[config.mk]
export PLATFORM = sky130hd
export DESIGN_NAME = amo_agent_flat
export DESIGN_NICKNAME = d
export VERILOG_FILES = /design/src/rtl/amo_agent_if.sv /design/src/rtl/amo_agent.sv /design/src/flat_wrapper.sv
export SDC_FILE = /design/constraint.sdc
export NUM_CORES = 1
export LEC_CHECK = 0
export CAP_MARGIN = 10
export CORE_MARGIN = 5
export CORE_UTILIZATION = 30
export CTS_CLUSTER_DIAMETER = 80
export DETAILED_ROUTE_END_ITERATION = 8
export GPL_ROUTABILITY_DRIVEN = 0
export GPL_TIMING_DRIVEN = 0
export PLACE_DENSITY_LB_ADDON = 0.15
export SYNTH_ARGS = -nofsm -noshare
export SYNTH_HDL_FRONTEND = slang
export SYNTH_SLANG_ARGS = --single-unit
[constraint.sdc]
create_clock -name clk -period 1.89 [get_ports clk]
set_input_delay 0.378 -clock clk [delete_from_list [all_inputs] [get_ports clk]]
set_output_delay 0.378 -clock clk [all_outputs]
set_load 0.01 [all_outputs]
[src/rtl/amo_agent_if.sv]
// Shared types and the agent-side bundle for the atomic-request sequencer.
//
// amo_agent_pkg : RMW operation encoding (amo_t) and request type codes.
// amo_agent_if  : groups the LSU request/response handshake, the single-
//                 outstanding memory port and the atomic-unit agent slot.
//   modport master : the amo_agent itself (drives req_ready, resp_*, mem_*,
//                    reservation pulses and the ALU request)
//   modport slave  : the surroundings (LSU, memory, shared atomic unit)

package amo_agent_pkg;
   typedef enum logic [3:0] {
      AMO_SWAP = 4'd0,
      AMO_ADD  = 4'd1,
      AMO_XOR  = 4'd2,
      AMO_AND  = 4'd3,
      AMO_OR   = 4'd4,
      AMO_MIN  = 4'd5,
      AMO_MAX  = 4'd6,
      AMO_MINU = 4'd7,
      AMO_MAXU = 4'd8
   } amo_t;

   localparam logic [1:0] REQ_LR   = 2'd0;
   localparam logic [1:0] REQ_SC   = 2'd1;
   localparam logic [1:0] REQ_RMW  = 2'd2;
   localparam logic [1:0] REQ_RSVD = 2'd3;
endpackage

interface amo_agent_if #(parameter int ID_W = 4);
   // LSU request / response
   logic                 req_valid;
   logic                 req_ready;
   logic [1:0]           req_type;
   amo_agent_pkg::amo_t  req_op;
   logic [31:0]          req_addr;
   logic [31:0]          req_data;
   logic [ID_W-1:0]      req_id;
   logic                 resp_valid;
   logic                 resp_ready;
   logic [31:0]          resp_data;
   logic                 resp_err;
   logic [ID_W-1:0]      resp_id;
   // memory port
   logic                 mem_valid;
   logic                 mem_ready;
   logic                 mem_we;
   logic [31:0]          mem_addr;
   logic [31:0]          mem_wdata;
   logic                 mem_rvalid;
   logic [31:0]          mem_rdata;
   // atomic unit agent slot
   logic                 set_reservation;
   logic                 clear_reservation;
   logic [31:0]          reservation;
   logic                 reservation_valid;
   logic                 rmw_valid;
   amo_agent_pkg::amo_t  op;
   logic [31:0]          rs1;
   logic [31:0]          rs2;
   logic [31:0]          rd;

   modport master (
      input  req_valid, req_type, req_op, req_addr, req_data, req_id,
      output req_ready,
      output resp_valid, resp_data, resp_err, resp_id,
      input  resp_ready,
      output mem_valid, mem_we, mem_addr, mem_wdata,
      input  mem_ready, mem_rvalid, mem_rdata,
      output set_reservation, clear_reservation, reservation,
      input  reservation_valid,
      output rmw_valid, op, rs1, rs2,
      input  rd
   );

   modport slave (
      output req_valid, req_type, req_op, req_addr, req_data, req_id,
      input  req_ready,
      input  resp_valid, resp_data, resp_err, resp_id,
      output resp_ready,
      input  mem_valid, mem_we, mem_addr, mem_wdata,
      output mem_ready, mem_rvalid, mem_rdata,
      input  set_reservation, clear_reservation, reservation,
      output reservation_valid,
      input  rmw_valid, op, rs1, rs2,
      output rd
   );
endinterface

[src/rtl/amo_agent.sv]
// amo_agent: initiator-side sequencer for LR.W / SC.W / AMO read-modify-write.
// Takes one request at a time, runs the memory reads/writes on a single-
// outstanding port, drives the reservation pulses and the RMW ALU request of
// one agent slot in the shared atomic unit, and returns one response.
//
// Ports:
//   clk  - clock
//   rst  - asynchronous active-low reset
//   bus  - amo_agent_if.master: request/response handshake, memory port,
//          reservation set/clear/check and ALU request (rd comes back
//          combinationally in the same cycle)

module amo_agent #(
   parameter int ID_W = 4
) (
   input logic         clk,
   input logic         rst,
   amo_agent_if.master bus
);
   import amo_agent_pkg::*;

   typedef enum logic [2:0] {
      S_IDLE, S_RD_REQ, S_RD_WAIT, S_SC_CHECK, S_WR_REQ, S_RESP
   } state_e;

   state_e          state_q;
   logic [1:0]      type_q;
   amo_t            op_q;
   logic [31:0]     addr_q;
   logic [31:0]     data_q;
   logic [31:0]     old_q;
   logic [31:0]     resp_data_q;
   logic            resp_err_q;
   logic [ID_W-1:0] id_q;

   logic is_lr, is_sc, is_rmw, acc_err;

   assign is_lr   = (type_q == REQ_LR);
   assign is_sc   = (type_q == REQ_SC);
   assign is_rmw  = (type_q == REQ_RMW);
   // Rejected on acceptance; never touches memory or the reservation.
   assign acc_err = (bus.req_addr[1:0] != 2'b00) || (bus.req_type == REQ_RSVD);

   always_ff @(posedge clk or negedge rst) begin
      if (!rst) begin
         state_q     <= S_IDLE;
         type_q      <= 2'd0;
         op_q        <= AMO_SWAP;
         addr_q      <= 32'd0;
         data_q      <= 32'd0;
         old_q       <= 32'd0;
         resp_data_q <= 32'd0;
         resp_err_q  <= 1'b0;
         id_q        <= '0;
      end else begin
         unique case (state_q)
            S_IDLE: begin
               if (bus.req_valid) begin
                  type_q     <= bus.req_type;
                  op_q       <= bus.req_op;
                  addr_q     <= bus.req_addr;
                  data_q     <= bus.req_data;
                  id_q       <= bus.req_id;
                  resp_err_q <= acc_err;
                  if (acc_err) begin
                     resp_data_q <= 32'd0;
                     state_q     <= S_RESP;
                  end else if (bus.req_type == REQ_SC) begin
                     state_q <= S_SC_CHECK;
                  end else begin
                     state_q <= S_RD_REQ;
                  end
               end
            end
            S_RD_REQ: begin
               if (bus.mem_ready) state_q <= S_RD_WAIT;
            end
            S_RD_WAIT: begin
               // Returns are only meaningful here; anywhere else they are stale.
               if (bus.mem_rvalid) begin
                  old_q <= bus.mem_rdata;
                  if (is_lr) begin
                     resp_data_q <= bus.mem_rdata;
                     state_q     <= S_RESP;
                  end else begin
                     state_q <= S_WR_REQ;
                  end
               end
            end
            S_SC_CHECK: begin
               // reservation has been on the bus for exactly this one cycle.
               if (bus.reservation_valid) begin
                  state_q <= S_WR_REQ;
               end else begin
                  resp_data_q <= 32'd1;
                  state_q     <= S_RESP;
               end
            end
            S_WR_REQ: begin
               if (bus.mem_ready) begin
                  resp_data_q <= is_sc ? 32'd0 : old_q;
                  state_q     <= S_RESP;
               end
            end
            S_RESP: begin
               if (bus.resp_ready) state_q <= S_IDLE;
            end
            default: state_q <= S_IDLE;
         endcase
      end
   end

   logic in_rd_req, in_rd_wait, in_sc_chk, in_wr_req, in_resp;

   assign in_rd_req  = (state_q == S_RD_REQ);
   assign in_rd_wait = (state_q == S_RD_WAIT);
   assign in_sc_chk  = (state_q == S_SC_CHECK);
   assign in_wr_req  = (state_q == S_WR_REQ);
   assign in_resp    = (state_q == S_RESP);

   assign bus.req_ready  = (state_q == S_IDLE);

   assign bus.resp_valid = in_resp;
   assign bus.resp_data  = in_resp ? resp_data_q : 32'd0;
   assign bus.resp_err   = in_resp & resp_err_q;
   assign bus.resp_id    = in_resp ? id_q : '0;

   assign bus.mem_valid  = in_rd_req | in_wr_req;
   assign bus.mem_we     = in_wr_req;
   assign bus.mem_addr   = (in_rd_req | in_wr_req) ? addr_q : 32'd0;
   // RMW store data is the ALU result, taken straight through with no register.
   assign bus.mem_wdata  = !in_wr_req ? 32'd0 : (is_rmw ? bus.rd : data_q);

   assign bus.rmw_valid  = in_wr_req & is_rmw;
   assign bus.op         = (in_wr_req & is_rmw) ? op_q  : AMO_SWAP;
   assign bus.rs1        = (in_wr_req & is_rmw) ? old_q : 32'd0;
   assign bus.rs2        = (in_wr_req & is_rmw) ? data_q : 32'd0;

   // Set only in RD_WAIT, clear only in SC_CHECK/WR_REQ: never coincide.
   assign bus.set_reservation   = in_rd_wait & bus.mem_rvalid & is_lr;
   assign bus.clear_reservation = (in_sc_chk & ~bus.reservation_valid)
                                | (in_wr_req & bus.mem_ready);
   assign bus.reservation       = (in_rd_wait | in_sc_chk) ? addr_q : 32'd0;
endmodule

[src/flat_wrapper.sv]
// flat-port wrapper written by rule: the top's interface ports become plain ports
module amo_agent_flat import amo_agent_pkg::*;
#(
   parameter int ID_W = 4
)
  (clk, rst, bus_req_valid, bus_req_type, bus_req_op, bus_req_addr, bus_req_data, bus_req_id, bus_req_ready, bus_resp_valid, bus_resp_data, bus_resp_err, bus_resp_id, bus_resp_ready, bus_mem_valid, bus_mem_we, bus_mem_addr, bus_mem_wdata, bus_mem_ready, bus_mem_rvalid, bus_mem_rdata, bus_set_reservation, bus_clear_reservation, bus_reservation, bus_reservation_valid, bus_rmw_valid, bus_op, bus_rs1, bus_rs2, bus_rd);
  amo_agent_if #(.ID_W(ID_W)) bus_i ();
  input logic clk;
  input logic rst;
  input wire logic [$bits(bus_i.req_valid)-1:0] bus_req_valid;
  input wire logic [$bits(bus_i.req_type)-1:0] bus_req_type;
  input wire logic [$bits(bus_i.req_op)-1:0] bus_req_op;
  input wire logic [$bits(bus_i.req_addr)-1:0] bus_req_addr;
  input wire logic [$bits(bus_i.req_data)-1:0] bus_req_data;
  input wire logic [$bits(bus_i.req_id)-1:0] bus_req_id;
  output wire logic [$bits(bus_i.req_ready)-1:0] bus_req_ready;
  output wire logic [$bits(bus_i.resp_valid)-1:0] bus_resp_valid;
  output wire logic [$bits(bus_i.resp_data)-1:0] bus_resp_data;
  output wire logic [$bits(bus_i.resp_err)-1:0] bus_resp_err;
  output wire logic [$bits(bus_i.resp_id)-1:0] bus_resp_id;
  input wire logic [$bits(bus_i.resp_ready)-1:0] bus_resp_ready;
  output wire logic [$bits(bus_i.mem_valid)-1:0] bus_mem_valid;
  output wire logic [$bits(bus_i.mem_we)-1:0] bus_mem_we;
  output wire logic [$bits(bus_i.mem_addr)-1:0] bus_mem_addr;
  output wire logic [$bits(bus_i.mem_wdata)-1:0] bus_mem_wdata;
  input wire logic [$bits(bus_i.mem_ready)-1:0] bus_mem_ready;
  input wire logic [$bits(bus_i.mem_rvalid)-1:0] bus_mem_rvalid;
  input wire logic [$bits(bus_i.mem_rdata)-1:0] bus_mem_rdata;
  output wire logic [$bits(bus_i.set_reservation)-1:0] bus_set_reservation;
  output wire logic [$bits(bus_i.clear_reservation)-1:0] bus_clear_reservation;
  output wire logic [$bits(bus_i.reservation)-1:0] bus_reservation;
  input wire logic [$bits(bus_i.reservation_valid)-1:0] bus_reservation_valid;
  output wire logic [$bits(bus_i.rmw_valid)-1:0] bus_rmw_valid;
  output wire logic [$bits(bus_i.op)-1:0] bus_op;
  output wire logic [$bits(bus_i.rs1)-1:0] bus_rs1;
  output wire logic [$bits(bus_i.rs2)-1:0] bus_rs2;
  input wire logic [$bits(bus_i.rd)-1:0] bus_rd;
  assign bus_i.req_valid = bus_req_valid;
  assign bus_i.req_type = bus_req_type;
  assign bus_i.req_op = bus_req_op;
  assign bus_i.req_addr = bus_req_addr;
  assign bus_i.req_data = bus_req_data;
  assign bus_i.req_id = bus_req_id;
  assign bus_req_ready = bus_i.req_ready;
  assign bus_resp_valid = bus_i.resp_valid;
  assign bus_resp_data = bus_i.resp_data;
  assign bus_resp_err = bus_i.resp_err;
  assign bus_resp_id = bus_i.resp_id;
  assign bus_i.resp_ready = bus_resp_ready;
  assign bus_mem_valid = bus_i.mem_valid;
  assign bus_mem_we = bus_i.mem_we;
  assign bus_mem_addr = bus_i.mem_addr;
  assign bus_mem_wdata = bus_i.mem_wdata;
  assign bus_i.mem_ready = bus_mem_ready;
  assign bus_i.mem_rvalid = bus_mem_rvalid;
  assign bus_i.mem_rdata = bus_mem_rdata;
  assign bus_set_reservation = bus_i.set_reservation;
  assign bus_clear_reservation = bus_i.clear_reservation;
  assign bus_reservation = bus_i.reservation;
  assign bus_i.reservation_valid = bus_reservation_valid;
  assign bus_rmw_valid = bus_i.rmw_valid;
  assign bus_op = bus_i.op;
  assign bus_rs1 = bus_i.rs1;
  assign bus_rs2 = bus_i.rs2;
  assign bus_i.rd = bus_rd;
  amo_agent #(.ID_W(ID_W)) u_core (.clk(clk), .rst(rst), .bus(bus_i));
endmodule
After elaboration in Yosys (flattened, before gate mapping)
Cells that the tools add are included.
W data, S select, Z words.
Operators by class
  add/sub/neg operators: 0
  multipliers: 0
  divide/modulo/power cells: 0
  order comparisons: 0
  eq/ne operators: 17
  shift-type cells: 0
  multiplexer cells: 27
  bitwise gates (word level): 10
  reduce and logical (&&, ||, !) cells: 9
Operators by type and width (count)
  $mux W32: 14
  $pmux W32 S4: 1
  $mux W3: 6
  $pmux W3 S6: 1
  $ne A2 B2 Y1 const B: 6
  $mux W4: 2
  $reduce_and A7 Y1: 1
  $and A1 B1 Y1: 6
  $eq A3 B2 Y1 const B: 2
  $eq A3 B3 Y1 const B: 2
  $reduce_and A5 Y1: 1
  $eq A2 B1 Y1 const B: 2
  $eq A2 B2 Y1 const B: 2
  $ne A2 B1 Y1 const B: 2
  $reduce_and A2 Y1: 2
  $reduce_bool A4 Y1: 1
  $eq A3 B1 Y1 const B: 1
  $logic_not A3 Y1: 1
  $or A1 B1 Y1: 3
  $logic_not A2 Y1: 1
  $mux W1: 2
  $mux W2: 1
  $reduce_bool A2 Y1: 1
  $logic_or A1 B1 Y1: 1
  $not A1 Y1: 1
Storage, ports and cells
  register bits after elaboration: 142
  bits in latches: 0
  RAM bits: 0
  memory bits (read-only): 0
  output and inout port bits: 208
  memories: 0

Depth between registers and ports, before layout
  word-level depth: 5
  gate-level depth with buffers: 8
  gate-level depth less buffers: 4

Least setup slack after synthesis
No wires, ideal clock.
  path kind: register -> output
  start point: reg u_core.state_q[0]
  end point: out bus_rs1[15]
  arrival time: 1702 ps
  required time: 1512 ps
  slack: -190 ps
  cell stages (with the launch flop): 8
  path through: dfrtp_1 > buf_4 > or3b_1 > buf_2 > nor2_2 > clkbuf_2 > clkbuf_2 > and2_1
Between the ends
  cells in the longest elaborated chain, start to end: 3
Ends and longest elaborated chain
  start, declared: line amo_agent.sv:26  | state_e state_q;
  start signal, assigned: line amo_agent.sv:46  | state_q <= S_IDLE;
  start signal, assigned: line amo_agent.sv:67  | state_q <= S_RESP;
  start signal, assigned: line amo_agent.sv:69  | state_q <= S_SC_CHECK;
  $eq A3 B3 Y1: line amo_agent.sv:118  | assign in_wr_req = (state_q == S_WR_REQ);
  $and A1 B1 Y1: line amo_agent.sv:136  | assign bus.rs1 = (in_wr_req & is_rmw) ? old_q : 32'd0;
  $mux W32: line amo_agent.sv:136
  end, declared: line flat_wrapper.sv:35  | output wire logic [$bits(bus_i.rs1)-1:0] bus_rs1;
No other way between the ends.

Worst setup path after layout
  start point: reg u_core.state_q[1]
  end point: out bus_rs1[20]
Same word-level chain as after synthesis.

==> out/results.tsv <==
stage	metric	value	unit
detailed_routing	Via density	4.77	
floorplan	die width	169	µm
synthesis	Yosys reg bits	142	
power	Pwr per Cell Area	1580	nW/µm²
global_route	vias in the first global route	7484	
synthesis	Synth Flop Type	dfrtp_1	
detailed_routing	post-DR wirelength/cell	20.7	µm
global_route	first-pass GRT wire length	43700	µm
cts	clock sink count	142	
floorplan	io pins	353	
cts	clk_lat worst skew	0.43	ns
placement	pre-CTS WS	-1.26	ns
power	switching fraction of total power	34.8	%
finish	post-layout util	61.0	%
worst_setup_path	CP max stage delay	0.38	ns
synthesis	Synth cell types	39	
power	clock share of power	13.5	%
synthesis	synth top area cells	dfrtp_1 (47%), mux2_2 (16%), and2_1 (12%)	
synthesis	post-synth top area share	46.8	%
sta	Final min period	2.59	ns
worst_setup_path	slowest stage cell on the critical path	or3b_1	
worst_setup_path	Worst R2R Path Depth	12	
worst_setup_path	Cell Chain, Critical Path	buf_6 > or3b_1 > buf_6 > nor2_4 > buf_6 > buf_8 > clkbuf_16 > and2_4 > buf_6	
detailed_routing	DRT antenna net count	0	
synthesis	Synthesized Nets	834	
sta	PnR worst setup slack	-0.696	ns
power	sw power	8.36	mW
floorplan	die area	28600	µm²
detailed_routing	Starting DRT DRC Count	396	
power	Lkg Pwr	7.07	nW
finish	share of cells above drive strength 1	61.9	%
sta	fmax	0.387	GHz
synthesis	Syn Inst Count	689	
cts	Root Buffer	clkbuf_16	
hold_path	worst min-delay path category	primary input to async pin	
sta	Least-Margin Pin Slew	0.600	ns
worst_setup_path	Worst setup EP type	primary output	
cts	CTS Buf Count	17	
synthesis	asr flop ratio synth	100	%
synthesis	most frequent cell after synthesis	dfrtp_1	
run	Max-cap violations	0	
global_route	Global Route Usage Sum	19.6	%
outcome	status	finished, violations left	
placement	I/O Buffers	352	
power	Max VDD drop	0.000702	V
global_route	initial antenna violation count	2	
worst_setup_path	crit path launch type	flop	
detailed_routing	Post-Route WL	31600	µm
finish	Final nets	1330	
global_route	largest net degree at the start of global routing	91	
floorplan	core area	25000	µm²
synthesis	Synth Cell Area	7590	µm²
finish	layout filler cell count	2069	
detailed_routing	Via Count	7295	
power	P_int	15.7	mW
cts	CTS tree	built	
sta	Clock Skew	0.0205	ns
power	Seq pwr share	24.1	%
cts	H-tree depth	4	
worst_setup_path	crit-path max FO	5	
detailed_routing	drt pass-1 iters	4	
finish	register area	3560	µm²
synthesis	library cell with the largest summed area after synthesis	dfrtp_1	
detailed_routing	DRC Markers	0	
floorplan	Initial Util	30.3	%
sta	relative slew slack	60.0	%
sta	Final Hold Viols	0	
worst_setup_path	worst setup path class	flop to primary output	
sta	period utilisation layout	137	%
synthesis	Post-synth EDFFs	0	
synthesis	Mapped Avg Cell Area	11.0	µm²
cts	Worst-path clk slew	0.07	ns
synthesis	Synthesis Warnings	0	
power	Comb pwr share	62.4	%
global_route	GR Overflow Total	0	
sta	Final Max Slew Viols	0	
worst_setup_path	Worst EP required	1.51	ns
sta	unrepaired setup endpoints after global routing	true	
outcome	failing checks	negative setup slack	
floorplan	Site Rows	58	
floorplan	die height	169	µm
finish	synthesis-to-layout area growth	101	%
finish	Multi-input gate area	4640	µm²
sta	Setup Viol. Count Final	318	
worst_setup_path	CP Data Arrival Time	2.21	ns
worst_setup_path	most frequent CP cell	buf_6	
synthesis	Post-synth top cells	dfrtp_1 (142), and2_1 (140), mux2_2 (107)	
placement	DP Wirelength	20500	µm
cts	Max Root-Sink Buffers	2	
synthesis	post-synthesis sequential area ratio	46.8	%
==> worst paths after layout <==
path                            slack, ns                    end                  start
worst max-delay path                -0.70            bus_rs1[20]      u_core.state_q[1]
worst min-delay path                 0.48  u_core.resp_data_q[5]                    rst
worst max register to register      -0.42  u_core.resp_data_q[8]      u_core.state_q[1]
worst min register to register       0.50  u_core.resp_data_q[1]  u_core.resp_data_q[1]
max in group asynchronous            0.53      u_core.state_q[2]                    rst
min in group clk                     0.50  u_core.resp_data_q[1]  u_core.resp_data_q[1]
==> worst max-delay path: cells and delay by family, from the launching register on <==
family / cells / cell delay (ns)
buffers and inverters: 6 / 0.76
DFF: 1 / 0.37
and+or+nand+nor: 3 / 0.64
==> power groups by stage <==
stage	combinational [mW]	sequential, mW	clock (mW)
floorplan	5.26	5.23	0
global placement	8.88	5.58	0
detailed placement	8.92	5.61	0
CTS	11.1	5.64	3.32
global route	15.8	6.02	3.45
finish	15.0	5.80	3.25
==> sequential cells by signal, indices dropped and copies added, names as in the netlist <==
register,flops
u_core.op_q,4
u_core.id_q,4
u_core.type_q,2
u_core.resp_data_q,32
u_core.resp_err_q,1
u_core.data_q,32
u_core.state_q,3
u_core.addr_q,32
u_core.old_q,32
==> through the flow <==
step | hold WS, ns | instances | cell area, µm² | total power [mW] | setup TNS, ns
final | 0.479 | 1530 | 15300 | 24.1 | -143.32
after global routing | 0.515 | 1530 | 15300 | 25.3 | -162.72
after CTS | 0.499 | 1466 | 13300 | 20.1 | -119.29
after detailed placement | 0.387 | 1372 | 11600 | 14.5 | -197.50
after global placement | 0.483 | 1371 | 11600 | 14.5 | -1037.17
after floorplan | 0.0824 | 689 | 7660 | 10.5 | -0.875
==> timing repair <==
action | in CTS | in global routing
setup endpoints to repair | 308 | 346
hold endpoints to repair | 52 | 0
gates cloned | 11 | 17
hold buffers | 1 | 0
pin swaps | 36 | 32
buffers inserted | 51 | 58
gates resized for setup | 1074 | 401
==> metal layers <==
layer | vias up | part of all wire (%) | GRT usage, %
li1 | 3363 | - | -
met1 | 3656 | 40 | 23.3
met2 | 247 | 51 | 33.8
met3 | 29 | 8.1 | 6.91
met4 | 0 | 1.7 | 5.01
met5 | - | 0 | 0
==> cells by family after synthesis <==
family                 count (synthesis)  share of synthesized area, %
AO/OA/AOI/OAI                         85                          8.10
XOR/XNOR                               1                         0.115
buffers and inverters                 67                          4.14
flip-flops                           142                          46.8
multiplexers                         138                          21.9
AND/OR/NAND/NOR                      256                          18.9
==> layout make-up <==
class / instances / share of cell area, %
diodes: 2 / 0.0328
plain buffers: 50 / 5.18
clock buffers: 17 / 2.79
clock inverters: 15 / 0.853
inverters: 8 / 0.238
multi-input cells: 480 / 30.4
flip-flops and latches: 142 / 23.3
well taps: 330 / 2.71
repair buffers: 486 / 34.5
==> layout by cell type (no fill, tap or decap), types with 3 or more instances in the layout <==
master	Yosys	layout
buf_2	18	45
and2_1	140	36
clkbuf_16	0	41
inv_6	0	3
dfrtp_2	0	4
nand2_1	66	66
inv_8	0	3
clkdlybuf4s15_2	0	15
a21oi_1	37	7
and3_4	0	31
nor2_1	8	5
mux2_2	107	37
clkbuf_1	29	3
buf_12	0	26
a21oi_2	1	29
inv_1	7	5
and2_4	0	104
buf_6	3	187
buf_16	0	5
mux2_4	30	100
clkbuf_8	0	3
clkinv_4	0	6
nor2_4	0	4
buf_4	4	47
buf_8	0	24
clkbuf_2	2	8
a22o_1	31	31
clkdlybuf4s50_1	0	143
dfrtp_1	142	138
(Power assumes the default switching activity.)
